[config.mk]
export PLATFORM = sky130hd
export DESIGN_NAME = vcr_shared_bank_lender
export DESIGN_NICKNAME = d
export VERILOG_FILES = /design/src/rtl/vcr_shared_bank_lender.sv
export SDC_FILE = /design/constraint.sdc
export NUM_CORES = 1
export LEC_CHECK = 0
export BUFFER_PORTS_ARGS = -buffer_cell sky130_fd_sc_hd__buf_2
export CELL_PAD_IN_SITES_DETAIL_PLACEMENT = 0
export CELL_PAD_IN_SITES_GLOBAL_PLACEMENT = 1
export CORE_MARGIN = 2
export CORE_UTILIZATION = 47
export CTS_CLUSTER_SIZE = 40
export DETAILED_ROUTE_END_ITERATION = 16
export GPL_ROUTABILITY_DRIVEN = 1
export MAX_ROUTING_LAYER = met4
export PLACE_DENSITY_LB_ADDON = 0.1
export SETUP_SLACK_MARGIN = 0.05
export SLEW_MARGIN = 20
export SYNTH_ARGS = -nofsm -noshare
export SYNTH_HDL_FRONTEND = slang
export SYNTH_SLANG_ARGS = --single-unit
export TNS_END_PERCENT = 10
[constraint.sdc]
create_clock -name clk -period 9.6 [get_ports clk]
set_input_delay 0.96 -clock clk [delete_from_list [all_inputs] [get_ports clk]]
set_output_delay 0.96 -clock clk [all_outputs]
set_load 0.02 [all_outputs]
[src/rtl/vcr_shared_bank_lender.sv]
// vcr_shared_bank_lender
// Lends a pool of shared input-buffer banks to router input ports so that dynamic
// VCs can overflow into them. Each bank has at most one owner, and each port owns
// at most one bank. Each bank tracks its occupancy from the owner's write and free
// events, so a bank goes back to the pool only once it is empty and has been idle.
//
// Ports:
//   clk              clock
//   reset            synchronous, active-high
//   bank_req_ip      per-port request, or continued hold, of a shared bank
//   shared_write_ip  per-port flit written into its granted bank this cycle
//   shared_free_ip   per-port flit left its granted bank this cycle
//   bank_grant_op    bit [p*num_banks+b] set when bank b is owned by port p
//   shared_credit_op port owns a bank that still has room for a flit
//   bank_busy        per-bank state is not FREE
//   error            sticky protocol error, cleared only by reset
module vcr_shared_bank_lender #(
  parameter int unsigned num_ports     = 5,
  parameter int unsigned num_banks     = 2,
  parameter int unsigned bank_depth    = 8,
  parameter int unsigned release_delay = 4
) (
  input  logic                           clk,
  input  logic                           reset,
  input  logic [num_ports-1:0]           bank_req_ip,
  input  logic [num_ports-1:0]           shared_write_ip,
  input  logic [num_ports-1:0]           shared_free_ip,
  output logic [num_ports*num_banks-1:0] bank_grant_op,
  output logic [num_ports-1:0]           shared_credit_op,
  output logic [num_banks-1:0]           bank_busy,
  output logic                           error
);

  localparam int unsigned PortW = (num_ports > 1) ? $clog2(num_ports) : 1;
  localparam int unsigned BankW = (num_banks > 1) ? $clog2(num_banks) : 1;
  localparam int unsigned OccW  = $clog2(bank_depth + 1);
  localparam int unsigned IdleW = $clog2(release_delay + 1);

  localparam logic [OccW-1:0]  OccMax   = OccW'(bank_depth);
  localparam logic [IdleW-1:0] IdleLoad = IdleW'(release_delay);
  localparam logic [PortW-1:0] LastPort = PortW'(num_ports - 1);

  typedef enum logic [1:0] {StFree, StLent, StDraining} bank_st_e;

  bank_st_e         state_q [num_banks];
  bank_st_e         state_d [num_banks];
  logic [PortW-1:0] owner_q [num_banks];
  logic [PortW-1:0] owner_d [num_banks];
  logic [OccW-1:0]  occ_q   [num_banks];
  logic [OccW-1:0]  occ_d   [num_banks];
  logic [IdleW-1:0] idle_q  [num_banks];
  logic [IdleW-1:0] idle_d  [num_banks];
  logic [PortW-1:0] rr_q, rr_d;
  logic             error_q, error_d;

  // Per-port ownership and owner events steered to each bank
  logic [num_ports-1:0] port_has_bank;
  logic [num_banks-1:0] bank_rq, bank_wr, bank_fr;

  always_comb begin
    bank_grant_op    = '0;
    shared_credit_op = '0;
    bank_busy        = '0;
    port_has_bank    = '0;
    bank_rq          = '0;
    bank_wr          = '0;
    bank_fr          = '0;
    for (int b = 0; b < num_banks; b++) begin
      if (state_q[b] != StFree) begin
        bank_busy[b] = 1'b1;
        for (int p = 0; p < num_ports; p++) begin
          if (owner_q[b] == PortW'(p)) begin
            bank_grant_op[p*num_banks+b] = 1'b1;
            port_has_bank[p]             = 1'b1;
            bank_rq[b]                   = bank_req_ip[p];
            bank_wr[b]                   = shared_write_ip[p];
            bank_fr[b]                   = shared_free_ip[p];
            if (occ_q[b] < OccMax) shared_credit_op[p] = 1'b1;
          end
        end
      end
    end
  end

  // Round-robin winner among requesting ports that own nothing, and the
  // lowest-index FREE bank. Descending loops leave the lowest index selected.
  logic [num_ports-1:0] cand;
  logic                 hi_valid, lo_valid, win_valid, free_valid;
  logic [PortW-1:0]     hi_port, lo_port, win_port;
  logic [BankW-1:0]     free_bank;

  assign cand = bank_req_ip & ~port_has_bank;

  always_comb begin
    hi_valid   = 1'b0;
    lo_valid   = 1'b0;
    hi_port    = '0;
    lo_port    = '0;
    free_valid = 1'b0;
    free_bank  = '0;
    for (int p = num_ports - 1; p >= 0; p--) begin
      if (cand[p]) begin
        lo_valid = 1'b1;
        lo_port  = PortW'(p);
        if (PortW'(p) >= rr_q) begin
          hi_valid = 1'b1;
          hi_port  = PortW'(p);
        end
      end
    end
    for (int b = num_banks - 1; b >= 0; b--) begin
      if (state_q[b] == StFree) begin
        free_valid = 1'b1;
        free_bank  = BankW'(b);
      end
    end
  end

  assign win_valid = hi_valid | lo_valid;
  assign win_port  = hi_valid ? hi_port : lo_port;

  always_comb begin
    state_d = state_q;
    owner_d = owner_q;
    occ_d   = occ_q;
    idle_d  = idle_q;
    rr_d    = rr_q;
    error_d = error_q;

    for (int p = 0; p < num_ports; p++) begin
      if ((shared_write_ip[p] || shared_free_ip[p]) && !port_has_bank[p]) error_d = 1'b1;
    end

    for (int b = 0; b < num_banks; b++) begin
      unique case (state_q[b])
        StFree: begin
          if (win_valid && free_valid && (free_bank == BankW'(b))) begin
            state_d[b] = StLent;
            owner_d[b] = win_port;
            occ_d[b]   = '0;
          end
        end
        StLent, StDraining: begin
          // Offending events leave occupancy saturated at 0 / bank_depth
          if (bank_wr[b] && !bank_fr[b]) begin
            if (occ_q[b] == OccMax) error_d = 1'b1;
            else                    occ_d[b] = occ_q[b] + 1'b1;
          end else if (bank_fr[b] && !bank_wr[b]) begin
            if (occ_q[b] == '0) error_d = 1'b1;
            else                occ_d[b] = occ_q[b] - 1'b1;
          end

          if (state_q[b] == StLent) begin
            if (!bank_rq[b] && (occ_d[b] == '0)) begin
              state_d[b] = StDraining;
              idle_d[b]  = IdleLoad;
            end
          end else if (bank_rq[b] || bank_wr[b]) begin
            state_d[b] = StLent;
          end else if (idle_q[b] <= IdleW'(1)) begin
            state_d[b] = StFree;
            owner_d[b] = '0;
            occ_d[b]   = '0;
            idle_d[b]  = '0;
          end else begin
            idle_d[b] = idle_q[b] - 1'b1;
          end
        end
        default: begin
          state_d[b] = StFree;
        end
      endcase
    end

    if (win_valid && free_valid) begin
      rr_d = (win_port == LastPort) ? '0 : win_port + 1'b1;
    end
  end

  always_ff @(posedge clk) begin
    if (reset) begin
      for (int b = 0; b < num_banks; b++) begin
        state_q[b] <= StFree;
        owner_q[b] <= '0;
        occ_q[b]   <= '0;
        idle_q[b]  <= '0;
      end
      rr_q    <= '0;
      error_q <= 1'b0;
    end else begin
      state_q <= state_d;
      owner_q <= owner_d;
      occ_q   <= occ_d;
      idle_q  <= idle_d;
      rr_q    <= rr_d;
      error_q <= error_d;
    end
  end

  assign error = error_q;

endmodule
==> summary.md <==
| Metric | Value |
|---|---|
| Yosys cell types | `73` |
| Outcome | `finished clean` |
| Total gr overflow | `0` |
| DR DRC count | `0` |
| Yosys Warn Count | `0` |
| Post-route setup TNS | `0 ps` |
| Worst setup path endpoint | `rr_q[2]` |
| Initial core utilization | `48.5%` |
| Max_cap viols | `0` |
| Final net count | `433` |
| Fraction of registers with async set/reset | `0%` |
| DIE WIDTH | `81.9 um` |
| DRT Pass-1 Iters | `4` |
| Slew margin rel. | `36.1%` |
| # diodes | `0` |
| Switch share | `53.2%` |
| CTS max path bufs | `2` |
| Synth top cells by count | `inv_1, nor2_1, dfxtp_1` |
| Critical R2R Launch | `state_q[3]` |
| 1st-iter DRT viols | `157` |
| Later-pin clock latency in the skew report | `270 ps` |
| Final min period | `3550 ps` |
| Crit-path max FO | `17` |
| Syn_area_per_cell | `7.53 um2` |
| Syn nets | `412` |
| GPL Wtd Cong | `0.926` |
| Setup Skew | `3.89 ps` |
| WL/cell | `16.3 um` |
| First-pass GRT wire length | `12.8 mm` |
| # IOs | `35` |
| Final setup vio count | `0` |
| Top-count cell post-synth | `inv_1` |
| Num Clock Sinks | `28` |
| DIE AREA | `6710 um2` |
| Vias in the first global route | `2620` |
| Setup Slack @ Placement | `5960 ps` |
| RR Endpoint | `rr_q[2]` |
| Worst setup path category | `reg2reg` |
| IO buf count | `34` |
| Clock slew at reported path FFs | `90 ps` |
| Worst reg-to-reg setup slack | `6050 ps` |
| DRT Wirelength | `7.69 mm` |
| Leak | `1.26 nW` |
| EDFF count, synth | `0` |
| Post-cts sizing count | `0` |
| Internal | `0.417 mW` |
| Cts bufs inserted | `3` |
| Total track usage | `24.6%` |
| Hold Vio Cnt, Final | `0` |
| Filler cells | `615` |
| Slew Viols, Final | `0` |
| Top post-synthesis cells by area | `dfxtp_1, ha_1, inv_1` |
| Synth area leader | `dfxtp_1` |
| Root Driver | `clkbuf_8` |
| RSZ-0062 raised after global routing | `no` |
| Post-CTS setup buffer count | `0` |
| Reg2reg path depth | `10` |
| Netlist Area Pre-Place | `2850 um2` |
| CP Capture Type | `flop` |
| Post-synthesis sequential area ratio | `19.6%` |
| Design area | `3080 um2` |
| Worst-margin pin slew | `945 ps` |
| Final HPWL DP | `5.86 mm` |
| FF+latch count, synth | `28` |
| Post-route ant nets | `0` |
| TritonCTS clock tree | `yes` |
| Die height | `81.9 um` |
| Largest net degree at the start of global routing | `32` |
| Main synth FF type | `dfxtp_1` |
| CP startpoint kind | `flop` |
| Site Rows | `28` |
| Switching power | `0.473 mW` |
| Critical path arrival | `3740 ps` |
| CP required | `9790 ps` |
| Ratio of cells with drive above 1 in the final layout | `16.6%` |
| DP Area | `3040 um2` |
| Seq pwr share | `21.3%` |
| Htree depth | `1` |
| Combinational power share | `71.6%` |
| Pwr Density | `289 nW/um2` |
| Setup ws final | `6050 ps` |
| Cts hold-fix bufs | `0` |
| Worst hold path type | `reg2reg` |
| Initial antenna violation count | `0` |
| VDD IR max | `0.196 mV` |
| Worst Setup SP | `state_q[3]` |
| Vias | `2931` |
| Synth top area share | `19.6%` |
| CORE AREA | `5890 um2` |
| Vias per cell | `6.20` |
| Clock Power Share | `7.2%` |
| Post-synthesis instance total | `379` |
| Achievable frequency | `0.281 GHz` |
| Area grow syn2layout | `8.02%` |
| Crit share post-route | `37.0%` |
[sequential cells by signal, indices dropped and copies added (netlist names)]
signal and cells:
rr_q 3, occ_q 8, state_q 4, idle_q 6, owner_q 6, error 1
[worst min path at each step]
stage / start / slack (ps) / cells after the start / to
finish: idle_q[1] / 510 / 2 / idle_q[1]
floorplan: idle_q[1] / 480 / 2 / idle_q[1]
global route: idle_q[1] / 540 / 2 / idle_q[1]
detailed placement: idle_q[1] / 500 / 2 / idle_q[1]
CTS: idle_q[1] / 520 / 2 / idle_q[1]
global placement: idle_q[1] / 510 / 2 / idle_q[1]
[critical path, cell delays in order, from the launching register on]
cell and delay (ps):
dfxtp_1 420, inv_1 80, ha_1 380, nor4b_1 850, nor3_1 260, a21oi_1 240, a31oi_1 90, or2_2 310
ha_1 220, or3_1 370, a311oi_1 250
[metrics by stage]
step           cells  power, mW  utilization (%)  hold slack, ps
2_1_floorplan    379      0.683                -             476
3_3_place_gp     470      0.818             51.7             505
3_5_place_dp     470      0.819             51.7             500
4_1_cts          473      0.889             52.4             516
5_1_grt          473      0.983             52.4             535
6_report         473      0.890             52.4             514
[per-layer routing]
| layer | GRT usage (%) | up-vias | share of wire [%] |
|---|---|---|---|
| met1 | 36.3 | 1356 | 53 |
| met3 | 2.53 | 7 | 5.6 |
| met2 | 36.3 | 91 | 41 |
| met4 | 4.67 | 0 | 0.84 |
| met5 | - | - | 0 |
| li1 | - | 1477 | - |
[cells in the final DEF, fill, tap and decap left out, drive strengths merged, types with 3 or more instances in the layout]
| master | count |
|---|---|
| inv | 37 |
| a221oi | 3 |
| o22a | 3 |
| nand2 | 25 |
| o31ai | 3 |
| o21a | 3 |
| a22oi | 4 |
| or4 | 5 |
| mux2 | 5 |
| o311ai | 3 |
| buf | 34 |
| a31oi | 7 |
| a211oi | 7 |
| or2 | 3 |
| clkbuf | 3 |
| nand2b | 5 |
| dfxtp | 28 |
| o221a | 3 |
| and2 | 5 |
| o22ai | 9 |
| a31o | 3 |
| o21ai | 15 |
| or3 | 6 |
| nor3 | 9 |
| mux2i | 13 |
| o211ai | 10 |
| a2bb2oi | 3 |
| nand3 | 20 |
| or4b | 5 |
| nor3b | 3 |
| a32oi | 5 |
| nor2b | 5 |
| nor2 | 32 |
| nand4 | 4 |
| a21oi | 21 |
| ha | 16 |
[final cells by class]
| class | instances | area (um2) | area share [%] |
|---|---|---|---|
| multi-input cells | 295 | 2070 | 67.1 |
| clock buffers | 3 | 41.3 | 1.34 |
| well taps | 75 | 93.8 | 3.04 |
| repair buffers | 34 | 170 | 5.52 |
| inverters | 38 | 148 | 4.79 |
| flip-flops and latches | 28 | 561 | 18.2 |
[kinds of logic (layout without fill, tap and decap cells)]
| family | count (synthesis) | count (layout) | synth area share [%] |
|---|---|---|---|
| XOR/XNOR | 2 | 2 | 0.614 |
| AO/OA/AOI/OAI | 116 | 116 | 30.3 |
| multiplexers | 18 | 18 | 6.66 |
| AND/OR/NAND/NOR | 143 | 143 | 27.9 |
| buffers and inverters | 56 | 75 | 7.85 |
| adder cells (fa/ha/maj) | 16 | 16 | 7.01 |
| flip-flops | 28 | 28 | 19.6 |
[power by group through the flow]
stage	Combinational, mW	Sequential (mW)	Clock (mW)
2_1_floorplan	0.514	0.169	0
3_3_place_gp	0.628	0.190	0
3_5_place_dp	0.628	0.191	0
4_1_cts	0.633	0.188	0.0674
5_1_grt	0.715	0.196	0.0716
6_report	0.637	0.189	0.0637
No activity file was read; power rests on OpenSTA's default activity.
